File: config.mk
export PLATFORM = sky130hd
export DESIGN_NAME = sdram_block_copy_flat
export DESIGN_NICKNAME = d
export VERILOG_FILES = /design/src/rtl/sdram_block_copy_if.sv /design/src/rtl/sdram_block_copy.sv /design/src/flat_wrapper.sv
export SDC_FILE = /design/constraint.sdc
export NUM_CORES = 1
export LEC_CHECK = 0
export CAP_MARGIN = 10
export CELL_PAD_IN_SITES_DETAIL_PLACEMENT = 2
export CELL_PAD_IN_SITES_GLOBAL_PLACEMENT = 2
export CORE_MARGIN = 8
export CORE_UTILIZATION = 35
export CTS_CLUSTER_SIZE = 28
export DETAILED_ROUTE_END_ITERATION = 12
export MAX_ROUTING_LAYER = met4
export PLACE_DENSITY = 0.84
export SYNTH_ARGS = -nofsm -noshare
export SYNTH_HDL_FRONTEND = slang
export SYNTH_SLANG_ARGS = --single-unit
File: constraint.sdc
create_clock -name clk -period 9.8 [get_ports clk]
set_input_delay 2.45 -clock clk [delete_from_list [all_inputs] [get_ports clk]]
set_output_delay 2.45 -clock clk [all_outputs]
set_load 0.01 [all_outputs]
File: src/rtl/sdram_block_copy_if.sv
// Avalon-MM bus between the block copier (master) and the SDRAM controller slave port.
interface sdram_block_copy_if #(
  parameter int DATA_W = 16,
  parameter int ADDR_W = 32
);
  logic                  chipselect;
  logic [DATA_W/8-1:0]   byteenable;
  logic [ADDR_W-1:0]     address;
  logic                  read_n;
  logic                  write_n;
  logic [DATA_W-1:0]     writedata;
  logic [DATA_W-1:0]     readdata;
  logic                  readdatavalid;
  logic                  waitrequest;

  modport master (
    output chipselect, byteenable, address, read_n, write_n, writedata,
    input  readdata, readdatavalid, waitrequest
  );

  modport slave (
    input  chipselect, byteenable, address, read_n, write_n, writedata,
    output readdata, readdatavalid, waitrequest
  );
endinterface

File: src/rtl/sdram_block_copy.sv
// Pipelined SDRAM block copy / fill engine: reads stream through a small FIFO into writes.
//
// state   | meaning
// IDLE    | waiting for start; inputs latched on acceptance
// RUN     | issuing reads (copy) and writes, one command per accepted cycle
// DRAIN   | all writes accepted, waiting for any outstanding read to retire
// DONE    | done=1, held until start drops
module sdram_block_copy #(
  parameter int          DATA_W     = 16,
  parameter int          ADDR_W     = 32,
  parameter int          LEN_W      = 16,
  parameter int          FIFO_DEPTH = 4,
  parameter int unsigned DEF_SRC    = 600000,
  parameter int unsigned DEF_DST    = 650000
) (
  input  logic              clk,
  input  logic              reset,
  input  logic              start,
  input  logic              mode,
  input  logic [ADDR_W-1:0] src_base,
  input  logic [ADDR_W-1:0] dst_base,
  input  logic [LEN_W-1:0]  length,
  input  logic [DATA_W-1:0] fill_value,
  output logic              busy,
  output logic              done,
  output logic [LEN_W-1:0]  words_done,
  output logic [31:0]       toHexLed,
  sdram_block_copy_if.master avm
);
  localparam int PW = (FIFO_DEPTH > 1) ? $clog2(FIFO_DEPTH) : 1;
  localparam int CW = $clog2(FIFO_DEPTH) + 1;
  localparam logic [CW:0]       DEPTH_V = FIFO_DEPTH[CW:0];
  localparam logic [ADDR_W-1:0] STEP    = ADDR_W'(DATA_W / 8);

  typedef enum logic [2:0] {
    S_IDLE  = 3'd0,
    S_RUN   = 3'd1,
    S_DRAIN = 3'd2,
    S_DONE  = 3'd3
  } state_t;

  state_t state_q, state_n;

  logic              mode_q;
  logic [DATA_W-1:0] fill_q;
  logic [LEN_W-1:0]  len_q;
  logic [ADDR_W-1:0] rd_addr_q, wr_addr_q;
  logic [LEN_W-1:0]  reads_issued_q, writes_issued_q, words_done_q;
  logic [CW-1:0]     outstanding_q, fifo_count_q;
  logic [PW-1:0]     wr_ptr_q, rd_ptr_q;
  logic [DATA_W-1:0] fifo_mem [FIFO_DEPTH];

  logic [ADDR_W-1:0] address_q;
  logic              read_n_q, write_n_q;
  logic [DATA_W-1:0] writedata_q;

  logic        cmd_pend, acc_rd, acc_wr, free, push, pop, last_wr;
  logic        start_acc, issue_rd, issue_wr;
  logic [CW:0] credit_used;

  assign cmd_pend    = !read_n_q || !write_n_q;
  assign acc_rd      = !read_n_q  && !avm.waitrequest;
  assign acc_wr      = !write_n_q && !avm.waitrequest;
  assign free        = !cmd_pend || !avm.waitrequest;
  // data returning while nothing is outstanding belongs to a transfer killed by reset
  assign push        = avm.readdatavalid && (outstanding_q != '0);
  assign pop         = issue_wr && !mode_q;
  assign last_wr     = acc_wr && ((words_done_q + LEN_W'(1)) == len_q);
  assign credit_used = {1'b0, outstanding_q} + {1'b0, fifo_count_q} + {{CW{1'b0}}, acc_rd};

  always_comb begin
    state_n   = state_q;
    start_acc = 1'b0;
    issue_rd  = 1'b0;
    issue_wr  = 1'b0;
    case (state_q)
      S_IDLE: begin
        if (start) begin
          start_acc = 1'b1;
          state_n   = (length == '0) ? S_DONE : S_RUN;
        end
      end
      S_RUN: begin
        if (last_wr) begin
          state_n = mode_q ? S_DONE : S_DRAIN;
        end else if (free) begin
          if (mode_q)
            issue_wr = (writes_issued_q != len_q);
          else if (fifo_count_q != '0)
            issue_wr = 1'b1;
          else if ((reads_issued_q != len_q) && (credit_used < DEPTH_V))
            issue_rd = 1'b1;
        end
      end
      S_DRAIN: begin
        if (outstanding_q == '0) state_n = S_DONE;
      end
      S_DONE: begin
        if (!start) state_n = S_IDLE;
      end
      default: state_n = S_IDLE;
    endcase
  end

  always_ff @(posedge clk or posedge reset) begin
    if (reset) begin
      state_q         <= S_IDLE;
      mode_q          <= 1'b0;
      fill_q          <= '0;
      len_q           <= '0;
      rd_addr_q       <= ADDR_W'(DEF_SRC);
      wr_addr_q       <= ADDR_W'(DEF_DST);
      reads_issued_q  <= '0;
      writes_issued_q <= '0;
      words_done_q    <= '0;
      outstanding_q   <= '0;
      fifo_count_q    <= '0;
      wr_ptr_q        <= '0;
      rd_ptr_q        <= '0;
      address_q       <= '0;
      read_n_q        <= 1'b1;
      write_n_q       <= 1'b1;
      writedata_q     <= '0;
    end else begin
      state_q <= state_n;

      if (start_acc) begin
        mode_q          <= mode;
        fill_q          <= fill_value;
        len_q           <= length;
        rd_addr_q       <= src_base;
        wr_addr_q       <= dst_base;
        reads_issued_q  <= '0;
        writes_issued_q <= '0;
        words_done_q    <= '0;
      end

      if (issue_rd) begin
        address_q      <= rd_addr_q;
        read_n_q       <= 1'b0;
        write_n_q      <= 1'b1;
        rd_addr_q      <= rd_addr_q + STEP;
        reads_issued_q <= reads_issued_q + LEN_W'(1);
      end else if (issue_wr) begin
        address_q       <= wr_addr_q;
        read_n_q        <= 1'b1;
        write_n_q       <= 1'b0;
        writedata_q     <= mode_q ? fill_q : fifo_mem[rd_ptr_q];
        wr_addr_q       <= wr_addr_q + STEP;
        writes_issued_q <= writes_issued_q + LEN_W'(1);
      end else if (free) begin
        read_n_q  <= 1'b1;
        write_n_q <= 1'b1;
      end

      if (acc_wr) words_done_q <= words_done_q + LEN_W'(1);

      outstanding_q <= outstanding_q + CW'(acc_rd) - CW'(push);
      fifo_count_q  <= fifo_count_q + CW'(push) - CW'(pop);
      if (push) wr_ptr_q <= wr_ptr_q + PW'(1);
      if (pop)  rd_ptr_q <= rd_ptr_q + PW'(1);
    end
  end

  always_ff @(posedge clk) begin
    if (push) fifo_mem[wr_ptr_q] <= avm.readdata;
  end

  assign avm.chipselect = 1'b1;
  assign avm.byteenable = '1;
  assign avm.address    = address_q;
  assign avm.read_n     = read_n_q;
  assign avm.write_n    = write_n_q;
  assign avm.writedata  = writedata_q;

  assign busy       = (state_q == S_RUN) || (state_q == S_DRAIN);
  assign done       = (state_q == S_DONE);
  assign words_done = words_done_q;
  assign toHexLed   = {16'(words_done_q), 4'(outstanding_q), 4'(fifo_count_q), 5'b0, state_q};
endmodule
File: src/flat_wrapper.sv
// flat-port wrapper written by rule: the top's interface ports become plain ports
module sdram_block_copy_flat 
#(
  parameter int          DATA_W     = 16,
  parameter int          ADDR_W     = 32,
  parameter int          LEN_W      = 16,
  parameter int          FIFO_DEPTH = 4,
  parameter int unsigned DEF_SRC    = 600000,
  parameter int unsigned DEF_DST    = 650000
)
  (clk, reset, start, mode, src_base, dst_base, length, fill_value, busy, done, words_done, toHexLed, avm_chipselect, avm_byteenable, avm_address, avm_read_n, avm_write_n, avm_writedata, avm_readdata, avm_readdatavalid, avm_waitrequest);
  sdram_block_copy_if #(.DATA_W(DATA_W), .ADDR_W(ADDR_W)) avm_i ();
  input  logic clk;
  input  logic reset;
  input  logic start;
  input  logic mode;
  input  logic [ADDR_W-1:0] src_base;
  input  logic [ADDR_W-1:0] dst_base;
  input  logic [LEN_W-1:0] length;
  input  logic [DATA_W-1:0] fill_value;
  output logic busy;
  output logic done;
  output logic [LEN_W-1:0] words_done;
  output logic [31:0] toHexLed;
  output wire logic [$bits(avm_i.chipselect)-1:0] avm_chipselect;
  output wire logic [$bits(avm_i.byteenable)-1:0] avm_byteenable;
  output wire logic [$bits(avm_i.address)-1:0] avm_address;
  output wire logic [$bits(avm_i.read_n)-1:0] avm_read_n;
  output wire logic [$bits(avm_i.write_n)-1:0] avm_write_n;
  output wire logic [$bits(avm_i.writedata)-1:0] avm_writedata;
  input wire logic [$bits(avm_i.readdata)-1:0] avm_readdata;
  input wire logic [$bits(avm_i.readdatavalid)-1:0] avm_readdatavalid;
  input wire logic [$bits(avm_i.waitrequest)-1:0] avm_waitrequest;
  assign avm_chipselect = avm_i.chipselect;
  assign avm_byteenable = avm_i.byteenable;
  assign avm_address = avm_i.address;
  assign avm_read_n = avm_i.read_n;
  assign avm_write_n = avm_i.write_n;
  assign avm_writedata = avm_i.writedata;
  assign avm_i.readdata = avm_readdata;
  assign avm_i.readdatavalid = avm_readdatavalid;
  assign avm_i.waitrequest = avm_waitrequest;
  sdram_block_copy #(.DATA_W(DATA_W), .ADDR_W(ADDR_W), .LEN_W(LEN_W), .FIFO_DEPTH(FIFO_DEPTH), .DEF_SRC(DEF_SRC), .DEF_DST(DEF_DST)) u_core (.clk(clk), .reset(reset), .start(start), .mode(mode), .src_base(src_base), .dst_base(dst_base), .length(length), .fill_value(fill_value), .busy(busy), .done(done), .words_done(words_done), .toHexLed(toHexLed), .avm(avm_i));
endmodule
# --- Word-level counts from Yosys, hierarchy flattened ---
# Memory sizes are Yosys's and may differ from the RTL's.
# Cells that the tools add are included.
totals:
  reg_bits: 208
  n_memories: 1
  latch_bits: 0
  elab_cells: 109
  ram_bits: 64
  inputBits: 118
  output_inout_bits: 103
  mem_bits_ro: 0
memory_table:
  columns: ["name", "depth", "width", "rd", "rd_clocked_by_memory_dff", "wr", "line", "text"]
  rows:
  - ["u_core.fifo_mem", 4, 16, 1, 0, 1, "sdram_block_copy.sv:51", "logic [DATA_W-1:0] fifo_mem [FIFO_DEPTH];"]
op_classes:
  bitwise_logic: 1
  n_reduce_logical: 25
  n_lt_le_gt_ge: 1
  div_mod_pow: 0
  n_addsub: 13
  shift: 0
  mux: 41
  mul: 0
  n_eq_ne: 10
op_table:
  columns: ["op", "count"]
  rows:
  - ["2-to-1 mux 32 bit", 7]
  - ["2-to-1 mux 16 bit", 7]
  - ["adder 32 x 2 -> 32 bit, second input constant", 2]
  - ["adder 16 x 1 -> 16 bit, second input constant", 3]
  - ["!= test 16 bit", 2]
  - ["2-to-1 mux 1 bit", 21]
  - ["== test 16 bit", 1]
  - ["logical NOT 16 bit", 1]
  - ["2-to-1 mux 3 bit", 4]
  - ["case mux 3 bit (4 select lines)", 1]
  - ["nonzero test 3 bit", 3]
  - ["adder 3 x 1 -> 3 bit", 2]
  - ["== test 3 x 2 -> 1 bit, second input constant", 2]
  - ["logical AND 1 bit", 6]
  - ["logical NOT 3 bit", 2]
  - ["nonzero test 2 bit", 3]
  - ["subtractor 3 x 1 -> 3 bit", 2]
  - ["logical NOT 1 bit", 5]
  - ["adder 2 x 1 -> 2 bit, second input constant", 2]
  - ["adder 3 x 3 -> 4 bit", 1]
  - ["adder 4 x 1 -> 4 bit", 1]
  - ["< comparator 4 x 3 -> 1 bit, second input constant", 1]
  - ["!= test 2 x 1 -> 1 bit, second input constant", 2]
  - ["!= test 2 bit, second input constant", 2]
  - ["other kinds (6)", 8]

# --- Logic depth before layout (Yosys ltp) ---
# Gate-level depths: netlist of run 1.
logic_depth:
  ltp_word: 13
  ltp_mapped: 16
  mapped_depth_nobuf: 14

# --- Worst setup path before layout of run 1 ---
# No wires, ideal clock.
synth_path:
  path_type: "in2reg"
  startpoint: "input port avm_waitrequest"
  endpoint: "register u_core.fifo_count_q[2]"
  required_ns: 9.671
  path_slack_ns: 4.311
  path_buffers: 1
  setup_time_ns: 0.129
  arrival_ns: 5.359
  path_stages: 14
  path_cell_list: "or2_1 > nor3_2 > nand3b_1 > or4_4 > nor4_4 > clkbuf_1 > nor3_1 > ha_1 > inv_1 > ha_1 > inv_1 > fa_1 > xnor2_1 > xnor2_1"
synth_via:
  elab_chain_len: 7
  word_cells_on_any_way: 9
  cone_classes: "add/sub: 1; mux: 3; reduce/logical: 5"
synth_lines:
  columns: ["element", "line", "text"]
  rows:
  - ["start: declaration", "flat_wrapper.sv:33", "input wire logic [$bits(avm_i.waitrequest)-1:0] avm_waitrequest;"]
  - ["logical NOT 1 bit *", "sdram_block_copy.sv:63, sdram_block_copy.sv:64", null]
  - ["logical OR 1 bit / logical AND 1 bit (equally long branches)", "sdram_block_copy.sv:64, sdram_block_copy.sv:63", null]
  - ["2-to-1 mux 1 bit / logical AND 1 bit (equally long branches)", "sdram_block_copy.sv:86, sdram_block_copy.sv:68", null]
  - ["2-to-1 mux 1 bit *", "sdram_block_copy.sv:84", "if (last_wr) begin"]
  - ["2-to-1 mux 1 bit *", "sdram_block_copy.sv:76", "case (state_q)"]
  - ["logical AND 1 bit *", "sdram_block_copy.sv:67", "assign pop = issue_wr && !mode_q;"]
  - ["named net u_core.pop", "sdram_block_copy.sv:57", "logic cmd_pend, acc_rd, acc_wr, free, push, pop, last_wr;"]
  - ["subtractor 3 x 1 -> 3 bit *", "sdram_block_copy.sv:159", "fifo_count_q <= fifo_count_q + CW'(push) - CW'(pop);"]
  - ["end signal: assignment", "sdram_block_copy.sv:159", null]
  - ["end: declaration", "sdram_block_copy.sv:49", "logic [CW-1:0] outstanding_q, fifo_count_q;"]
# Mark *: on every way through the listed nets, which the timed path passes. The rest lies on a longest branch.
# A chain may end at the register's enable or synchronous reset.

# --- Final worst setup path of run 1 ---
# Same ends and word-level chain as after synthesis.

==> results of run 1 <==
==> layout by cell type (no fill, tap or decap), types with 13 or more instances in the layout <==
master           netlist  layout
o21ai_0               55      55
o21a_1                13      13
dfstp_2               19      19
mux4_2                16      16
nor3_1                44      44
and2_1                23      21
clkbuf_16              0      34
a21o_1                25      25
buf_4                 31      15
or3_1                 28      28
ha_1                  20      20
mux2i_1               28      28
xor2_1                25      25
o211ai_1              23      23
inv_1                 31      30
nand2_1              293     292
edfxtp_1              64      64
nor2_1                54      53
nor4_1                21      21
nand4_1               26      26
a221o_1               36      36
xnor2_1               48      48
a22o_1                22      22
and3_1                48      48
nand3_1               48      48
a21oi_1               54      54
clkdlybuf4s50_1        0     209
dfrtp_1              188     188
==> final cells by class <==
type | instances | share of cell area, %
Antenna cell | 3 | 0.0411
Inverter | 31 | 0.678
Multi-Input combinational cell | 1092 | 38.4
Sequential cell | 271 | 39.0
Clock inverter | 13 | 0.870
Tap cell | 539 | 3.69
Timing Repair Buffer | 224 | 12.1
Clock buffer | 49 | 5.19
==> registers in the layout, summed over array words and instances, names as in the netlist <==
signal                  cells
u_core.avm.writedata       16
u_core.writes_issued_q     16
u_core.avm.write_n          1
u_core.outstanding_q        3
u_core.words_done          16
u_core.len_q               16
u_core.fifo_count_q         3
u_core.avm.address         32
u_core.fill_q              16
u_core.state_q              2
u_core.fifo_mem            64
u_core.rd_addr_q           32
u_core.mode_q               1
u_core.reads_issued_q      16
u_core.rd_ptr_q             2
u_core.wr_ptr_q             2
u_core.avm.read_n           1
u_core.wr_addr_q           32
==> per-stage QoR <==
stage / util [%] / cell area, um^2
after CTS: 43.5 / 18300
after floorplan: - / 14900
after global routing: 43.5 / 18300
after global placement: 40.9 / 17100
final: 43.5 / 18300
after detailed placement: 40.9 / 17100
==> metal layers <==
layer | global-route usage [%] | wire, um
met1 | 27.3 | 23700
met5 | - | 0
met2 | 36.7 | 26600
met4 | 7.68 | 1790
met3 | 3.08 | 1860
==> logic make-up (layout without fill, tap and decap cells) <==
family / count (synthesis) / in the layout
AOI/OAI and AO/OA: 297 / 297
DFF: 271 / 271
and+or+nand+nor: 636 / 636
xor gates and xnor gates: 74 / 74
adders and majority gates: 22 / 22
muxes: 52 / 52
other: 2 / 14
buffers and inverters: 160 / 317
==> worst max-delay path: cells and delay by family <==
family,cells,cell delay [ps]
simple gates,6,1910
buf+inv,4,1110
fa+ha+maj,3,840
xor+xnor,2,360
==> power breakdown <==
group	switching, mW	internal (mW)	total [mW]
sequential	0.510	1.56	2.07
combinational	1.08	0.925	2.01
clock	0.511	0.756	1.27
==> how the worst max path moves through the flow <==
| stage | to | cells past startpoint | startpoint | slack, ps |
|---|---|---|---|---|
| after floorplan | u_core.avm.address[0]$_DFFE_PP0P_ | 1 | reset | 1730 |
| after global placement | u_core.fifo_count_q[2]$_DFF_PP0_ | 15 | avm_waitrequest | 3240 |
| after detailed placement | u_core.fifo_count_q[2]$_DFF_PP0_ | 15 | avm_waitrequest | 3000 |
| after CTS | u_core.fifo_count_q[2]$_DFF_PP0_ | 15 | avm_waitrequest | 3550 |
| after global routing | u_core.fifo_count_q[2]$_DFF_PP0_ | 15 | avm_waitrequest | 3310 |
| final | u_core.fifo_count_q[2]$_DFF_PP0_ | 15 | avm_waitrequest | 3530 |
==> results_dict.tcl, run 1 <==
set metrics [dict create \
    final-hold-violation-count 0 \
    postCtsSetupRepairBufs 0 \
    max_slew_margin_pct 23.7 \
    cts_buffers 34 \
    htree_levels 2 \
    area_delta_synth_final_pct 22.6 \
    hold_depth 2 \
    muxShareOfSynthArea_pct 4.90 \
    rsz0062_at_grt "no" \
    fin_hold_ws_ps 486 \
    multi_input_area_mm2 0.00702 \
    crit_path_start_kind "primary input" \
    cp-end-kind "flop" \
    rrSetupSlack_ps 5340 \
    ys.flop_type "dfrtp_1" \
    setup_tns_ps 0 \
    cp.arrival_ps 6720 \
    netlist_instances 1514 \
    synthXorXnorAreaFrac_pct 4.40 \
    clock_path_buffers 3 \
    grt_pass1_wl_um 84800 \
    synth_area_mm2 0.0149 \
    yosysSeqAreaShare_pct 47.8 \
    insertion_delay_ps 530 \
    synthSimpleGateAreaFrac_pct 20.8 \
    seq_area_mm2 0.00713 \
    min_path_type "reg -> reg" \
    synth_fa_ha_area_share_pct 1.95 \
    irDropWorstVdd_uv 137 \
    route.detailed.drc 0 \
    io_pins 221 \
    synth_edf_count 64 \
    synth_cell_type_count 76 \
    rows 75 \
    drv_cap 0 \
    post_cts_resize_count 0 \
    synth.most_common_cell "nand2_1" \
    coreArea_mm2 0.0419 \
    final.setup_skew_ps 20.4 \
    track_usage_pct 22.1 \
    wl_per_cell_um 24.3 \
    synth-async-reset-ratio_pct 76.4 \
    grt_overflow_total 0 \
    place_congestion 0.792 \
    instances_no_fill 2222 \
    antenna_found_initial 3 \
    die_y_um 222 \
    io_buffers 209 \
    cellPowerDensity_mw_per_mm2 293 \
    ys_seq_elements 271 \
    clock-root-buffer "clkbuf_16" \
    dieArea_mm2 0.0494 \
    setup_ws_ps 3530 \
    crit_chain "clkdlybuf4s50_1, or2_1, nor3_2, nand3b_1, or4_4, nor4_4, buf_4, nor3_1, ha_1, inv_1, ha_1, inv_1, fa_1, xnor2_1, xnor2_1" \
    grt_max_degree 97 \
    required_ps 10250 \
    synth_warnings 0 \
    synth.avg_cell_area_um2 9.84 \
    fin_nets 1794 \
    cts_hold_buf 0 \
    synth_top_area_cell "dfrtp_1" \
    period_share_pct 64.0 \
    setup-violations-final 0 \
    routed_wl_um 54000 \
    tightest_slew_ps 1140 \
    nFillCells 4388 \
    yosysTopAreaCellShare_pct 31.6 \
    synth-compound-area-share_pct 14.7 \
    outcome "complete, no violations" \
    dpl.cell_count 2157 \
    hpwl_um 37200 \
    critPathSlowestCell "or2_1" \
    p_total_mw 5.35 \
    die_x_um 222 \
    max_freq_ghz 0.160 \
    synth_top_family_by_area "simple AND/OR/NAND/NOR gates" \
    rr_worst_depth 15 \
    synthTopCellsByCount "nand2_1 (293), dfrtp_1 (188), edfxtp_1 (64), clkbuf_1 (56), o21ai_0 (55)" \
    synth_area_leaders "dfrtp_1 (32%), edfxtp_1 (13%), nand2_1 (7.4%)" \
    clock_sinks 271 \
    timing.rr.start "u_core.words_done[0]$_DFFE_PP0P_" \
    post-place-ws_ps 3000 \
    cp_max_fo 44 \
    crit_type "in -> reg" \
    viasPerCell 5.68 \
    max_stage_delay_ps 540 \
    drive_gt1_share_pct 8.93 \
    r2r_end "u_core.fifo_count_q[2]$_DFF_PP0_" \
    period_needed_ps 6270 \
    drt_pass1_iterations 5 \
    hold_end "u_core.fill_q[3]$_DFFE_PP0P_" \
    grt_pass1_vias 14100 \
    min_from "u_core.fill_q[3]$_DFFE_PP0P_" \
    ant_nets 0 \
    dr_total_vias 12600 \
    drt_iter0_drc 792 \
    report.final.slew_viol_count 0 \
    start_util_pct 35.5 \
    cts.reportedPaths.clkPinSlew_ps 60 \
    p_leak_nw 7.61 \
    cts_tree "built" \
]
No activity file was read; power rests on OpenSTA's default activity.
==> run 2: changes to the inputs <==
CORE_UTILIZATION = 31   (was 35)
PLACE_DENSITY = 0.79   (was 0.84)
clock period = 5.2 ns   (was 9.8 ns; I/O delays follow)
==> results_dict.tcl, run 2 (same netlist as run 1, synthesis figures left out) <==
set metrics [dict create \
    setup-violations-final 0 \
    min_from "u_core.fill_q[0]$_DFFE_PP0P_" \
    final-hold-violation-count 0 \
    max_freq_ghz 0.242 \
    outcome "complete, no violations" \
    coreArea_mm2 0.0475 \
    io_buffers 209 \
    min_path_type "reg -> reg" \
    crit_type "in -> reg" \
    setup_ws_ps 1060 \
    p_total_mw 10.2 \
    final_common_cell "nand2_1" \
    instances_no_fill 2308 \
    post_cts_resize_count 0 \
    rows 80 \
    drt_pass1_iterations 5 \
    grt_pass1_wl_um 84100 \
    cts.reportedPaths.clkPinSlew_ps 50 \
    die_x_um 235 \
    area_delta_synth_final_pct 24.3 \
    insertion_delay_ps 550 \
    clock-root-buffer "clkbuf_16" \
    grt_pass1_vias 13900 \
    cp.arrival_ps 4610 \
    drive_gt1_share_pct 9.72 \
    rsz0062_at_grt "no" \
    fin_nets 1801 \
    final_cell_mix "nand2_1 (291), clkdlybuf4s50_1 (209), dfrtp_1 (188), edfxtp_1 (64), o21ai_0 (55)" \
    htree_levels 2 \
    route.detailed.drc 0 \
    design_area_mm2 0.0185 \
    rrSetupSlack_ps 1120 \
    utilization_pct 38.9 \
    start_util_pct 31.3 \
    clock_sinks 271 \
    ant_nets 0 \
    cellPowerDensity_mw_per_mm2 551 \
    cp-end-kind "flop" \
    dpl.cell_count 2239 \
    hold_end "u_core.fill_q[0]$_DFFE_PP0P_" \
    grt_overflow_total 0 \
    r2r_end "u_core.avm.address[29]$_DFFE_PP0P_" \
    drt_iter0_drc 607 \
    drv_cap 0 \
    placed_area_mm2 0.0173 \
    timing.rr.start "u_core.words_done[2]$_DFFE_PP0P_" \
    die_y_um 235 \
    irDropWorstVdd_uv 327 \
    crit_path_start_kind "primary input" \
    post-place-ws_ps 588 \
    p_leak_nw 7.70 \
    required_ps 5670 \
    rr_worst_depth 8 \
    clock_path_buffers 3 \
    dr_total_vias 12600 \
    period_share_pct 79.6 \
    cts_buffers 35 \
    antenna_found_initial 6 \
    report.final.slew_viol_count 0 \
    routed_wl_um 53600 \
    hold_depth 2 \
    tightest_slew_ps 1210 \
    final.setup_skew_ps 14.6 \
    setup_tns_ps 0 \
    place_congestion 0.821 \
    hpwl_um 37000 \
    regMostFlops "u_core.fifo_mem" \
    grt_max_degree 112 \
    io_pins 221 \
    dieArea_mm2 0.0553 \
    cp_max_fo 69 \
    max_slew_margin_pct 19.5 \
    viasPerCell 5.46 \
    postCtsSetupRepairBufs 0 \
    track_usage_pct 19.5 \
    fin_hold_ws_ps 478 \
    wl_per_cell_um 23.2 \
    period_needed_ps 4140 \
    crit_start "avm_waitrequest" \
    largest_register_ff_count 64 \
    cts_hold_buf 0 \
    cts_tree "built" \
]
run 2: cell count changes in the layout (fill, tap and decap cells not counted), sizes merged:
cell,change
diode,+3
bufinv,+1
buf,+6
inv,-2
clkinv,+6
clkbuf,-4
run 2: final cells by class:
type	count	area, um^2
fill	5047	29000
antenna	6	15.0
multi-input combinational	1092	7020
tap	615	769
timing repair buffer	230	2290
clock inverter	18	208
sequential	271	7130
inverter	31	120
clock buffer	45	965
run 2: worst max-delay path by stage:
stage	cells after the start	endpoint	slack, ps
2_1_floorplan	14	u_core.fifo_count_q[2]$_DFF_PP0_	860
3_3_place_gp	14	u_core.fifo_count_q[2]$_DFF_PP0_	630
3_5_place_dp	14	u_core.fifo_count_q[2]$_DFF_PP0_	590
4_1_cts	14	u_core.fifo_count_q[2]$_DFF_PP0_	1110
5_1_grt	13	u_core.fifo_count_q[2]$_DFF_PP0_	910
6_report	9	u_core.avm.address[29]$_DFFE_PP0P_	1060
run 2: critical path, stage by stage:
cell and delay (ps):
clkdlybuf4s50_1 440, or2_1 280, nor3_2 190, nand3b_1 110
or4_4 520, or4_4 850, a21oi_2 240, buf_4 350
a221o_1 240
run 2: power by group:
part	switching, mW	total [mW]	internal, mW
combinational	2.02	3.78	1.76
sequential	0.955	3.90	2.94
clock	1.01	2.52	1.52
run 2: metal layers:
metal / routed length (um) / track usage, % / vias up
li1: - / - / 5741
met1: 23600 / 24.1 / 6478
met2: 26000 / 32.1 / 291
met3: 2190 / 3.50 / 98
met4: 1800 / 6.74 / 0
met5: 0 / - / -
==> run 3: changes to the inputs <==
clock period = 3.4 ns   (was 5.2 ns; I/O delays follow)
==> results_dict.tcl, run 3 (same netlist as run 1, synthesis figures left out) <==
set metrics [dict create \
    insertion_delay_ps 560 \
    wl_per_cell_um 23.7 \
    rows 80 \
    max_freq_ghz 0.294 \
    drive_gt1_share_pct 16.3 \
    viasPerCell 5.43 \
    setup_ws_ps -0.608 \
    dieArea_mm2 0.0553 \
    final_common_cell "nand2_1" \
    crit_path_start_kind "flop" \
    dr_total_vias 13000 \
    rsz0062_at_grt "yes" \
    io_buffers 209 \
    cp-end-kind "flop" \
    final.setup_skew_ps 32.2 \
    die_y_um 235 \
    hold_depth 2 \
    drt_pass1_iterations 4 \
    cp_max_fo 36 \
    final_cell_mix "nand2_1 (290), clkdlybuf4s50_1 (208), dfrtp_1 (181), buf_4 (100), edfxtp_1 (64)" \
    grt_max_degree 62 \
    p_total_mw 16.0 \
    cellPowerDensity_mw_per_mm2 818 \
    grt_overflow_total 0 \
    dpl.cell_count 2320 \
    period_needed_ps 3400 \
    io_pins 221 \
    hpwl_um 40200 \
    timing.rr.start "u_core.words_done[1]$_DFFE_PP0P_" \
    p_leak_nw 8.26 \
    crit_family "simple AND/OR/NAND/NOR gates" \
    routed_wl_um 56800 \
    grt_pass1_vias 14500 \
    rr_worst_depth 10 \
    grt_pass1_wl_um 87500 \
    irDropWorstVdd_uv 417 \
    antenna_found_initial 3 \
    cp.arrival_ps 3810 \
    tightest_slew_ps 880 \
    route.detailed.drc 0 \
    start_util_pct 31.3 \
    failed_checks "setup timing" \
    report.final.slew_viol_count 0 \
    ant_nets 0 \
    hold_end "u_core.fill_q[4]$_DFFE_PP0P_" \
    regMostFlops "u_core.fifo_mem" \
    final-hold-violation-count 0 \
    period_share_pct 100 \
    die_x_um 235 \
    r2r_end "u_core.wr_addr_q[0]$_DFFE_PP0N_" \
    rrSetupSlack_ps -0.6 \
    clock_sinks 271 \
    max_slew_margin_pct 41.3 \
    crit_type "reg -> reg" \
    cts_tree "built" \
    drt_iter0_drc 662 \
    cts_buffers 34 \
    setup_tns_ps -0.608 \
    drv_cap 0 \
    min_path_type "reg -> reg" \
    fin_nets 1898 \
    cts.reportedPaths.clkPinSlew_ps 70 \
    coreArea_mm2 0.0475 \
    crit_chain "buf_4, and3_2, nand3_1, a21oi_2, or4_4, buf_4, or4_4, buf_12, a21oi_1, mux2_2" \
    path_buf_inv 3 \
    instances_no_fill 2401 \
    outcome "finished, violations left" \
    area_delta_synth_final_pct 31.2 \
    htree_levels 2 \
    place_congestion 0.846 \
    setup-violations-final 1 \
    track_usage_pct 20.2 \
    clock_path_buffers 3 \
    required_ps 3810 \
    largest_register_ff_count 64 \
    min_from "u_core.fill_q[4]$_DFFE_PP0P_" \
    clock-root-buffer "clkbuf_16" \
    fin_hold_ws_ps 481 \
    max_stage_delay_ps 590 \
    critPathSlowestCell "or4_4" \
]
==> run 3: cell types whose count changed in the layout (fill, tap and decap cells not counted), moves of 4 or more <==
cell,change
buf_4,+82
buf_12,+10
clkinv_2,-7
dfrtp_1,-7
dfrtp_2,+7
buf_6,+6
clkinvlp_4,+6
clkbuf_1,+4
nand3_1,-4
xnor2_1,-4
==> run 3: worst reg2reg max path, cell delays in order (launching register included) <==
cell and delay [ps]:
dfrtp_1 440, buf_4 190, and3_2 280, nand3_1 150, a21oi_2 120, or4_4 570, buf_4 160, or4_4 590
buf_12 210, a21oi_1 190, mux2_2 360
==> run 3: worst max-delay path by stage <==
stage                                     startpoint                               end  depth (start not counted)
floorplan           u_core.words_done[0]$_DFFE_PP0P_  u_core.fifo_count_q[2]$_DFF_PP0_                         15
global placement                     avm_waitrequest  u_core.fifo_count_q[2]$_DFF_PP0_                         14
detailed placement                   avm_waitrequest  u_core.fifo_count_q[2]$_DFF_PP0_                         14
CTS                 u_core.words_done[8]$_DFFE_PP0P_  u_core.fifo_count_q[2]$_DFF_PP0_                         14
global route        u_core.words_done[2]$_DFFE_PP0P_  u_core.fifo_count_q[2]$_DFF_PP0_                         14
finish              u_core.words_done[1]$_DFFE_PP0P_   u_core.wr_addr_q[0]$_DFFE_PP0N_                         10
==> run 3: metal layers <==
metal | routed length, um | track usage [%] | up-vias
met3 | 2000 | 3.31 | 90
li1 | - | - | 5907
met1 | 25000 | 24.9 | 6813
met5 | 0 | - | -
met4 | 1600 | 5.88 | 0
met2 | 28200 | 34.1 | 235
==> run 3: stage by stage <==
stage	setup slack (ps)	area, um^2	util [%]
finish	-0.608	19600	41.1
global route	-93.3	19600	41.1
CTS	-32.7	19300	40.6
detailed placement	-614	18100	38.0
global placement	-416	18100	38.0
floorplan	-181	15000	-
==> run 3: power breakdown <==
group	internal (mW)	leakage [nW]	switching (mW)
registers	4.49	3.15	1.33
logic	3.12	4.60	3.44
clock network	2.12	0.512	1.49
total	9.74	8.26	6.26
==> run 3: cell type report <==
class / instances / area [um^2]
Fill cell: 4935 / 28000
Multi-Input combinational cell: 1092 / 7260
Sequential cell: 271 / 7130
Timing Repair Buffer: 328 / 3170
Clock buffer: 48 / 955
Tap cell: 615 / 769
Clock inverter: 13 / 133
Inverter: 31 / 120
Antenna cell: 3 / 7.51
==> run 3: timing repair <==
item                                    in CTS  in global routing
buffers inserted                             5                 13
pin swaps                                    4                 19
resized for setup                           21                 32
hold buffers                                 0                  0
endpoints found under the setup margin      16                 17
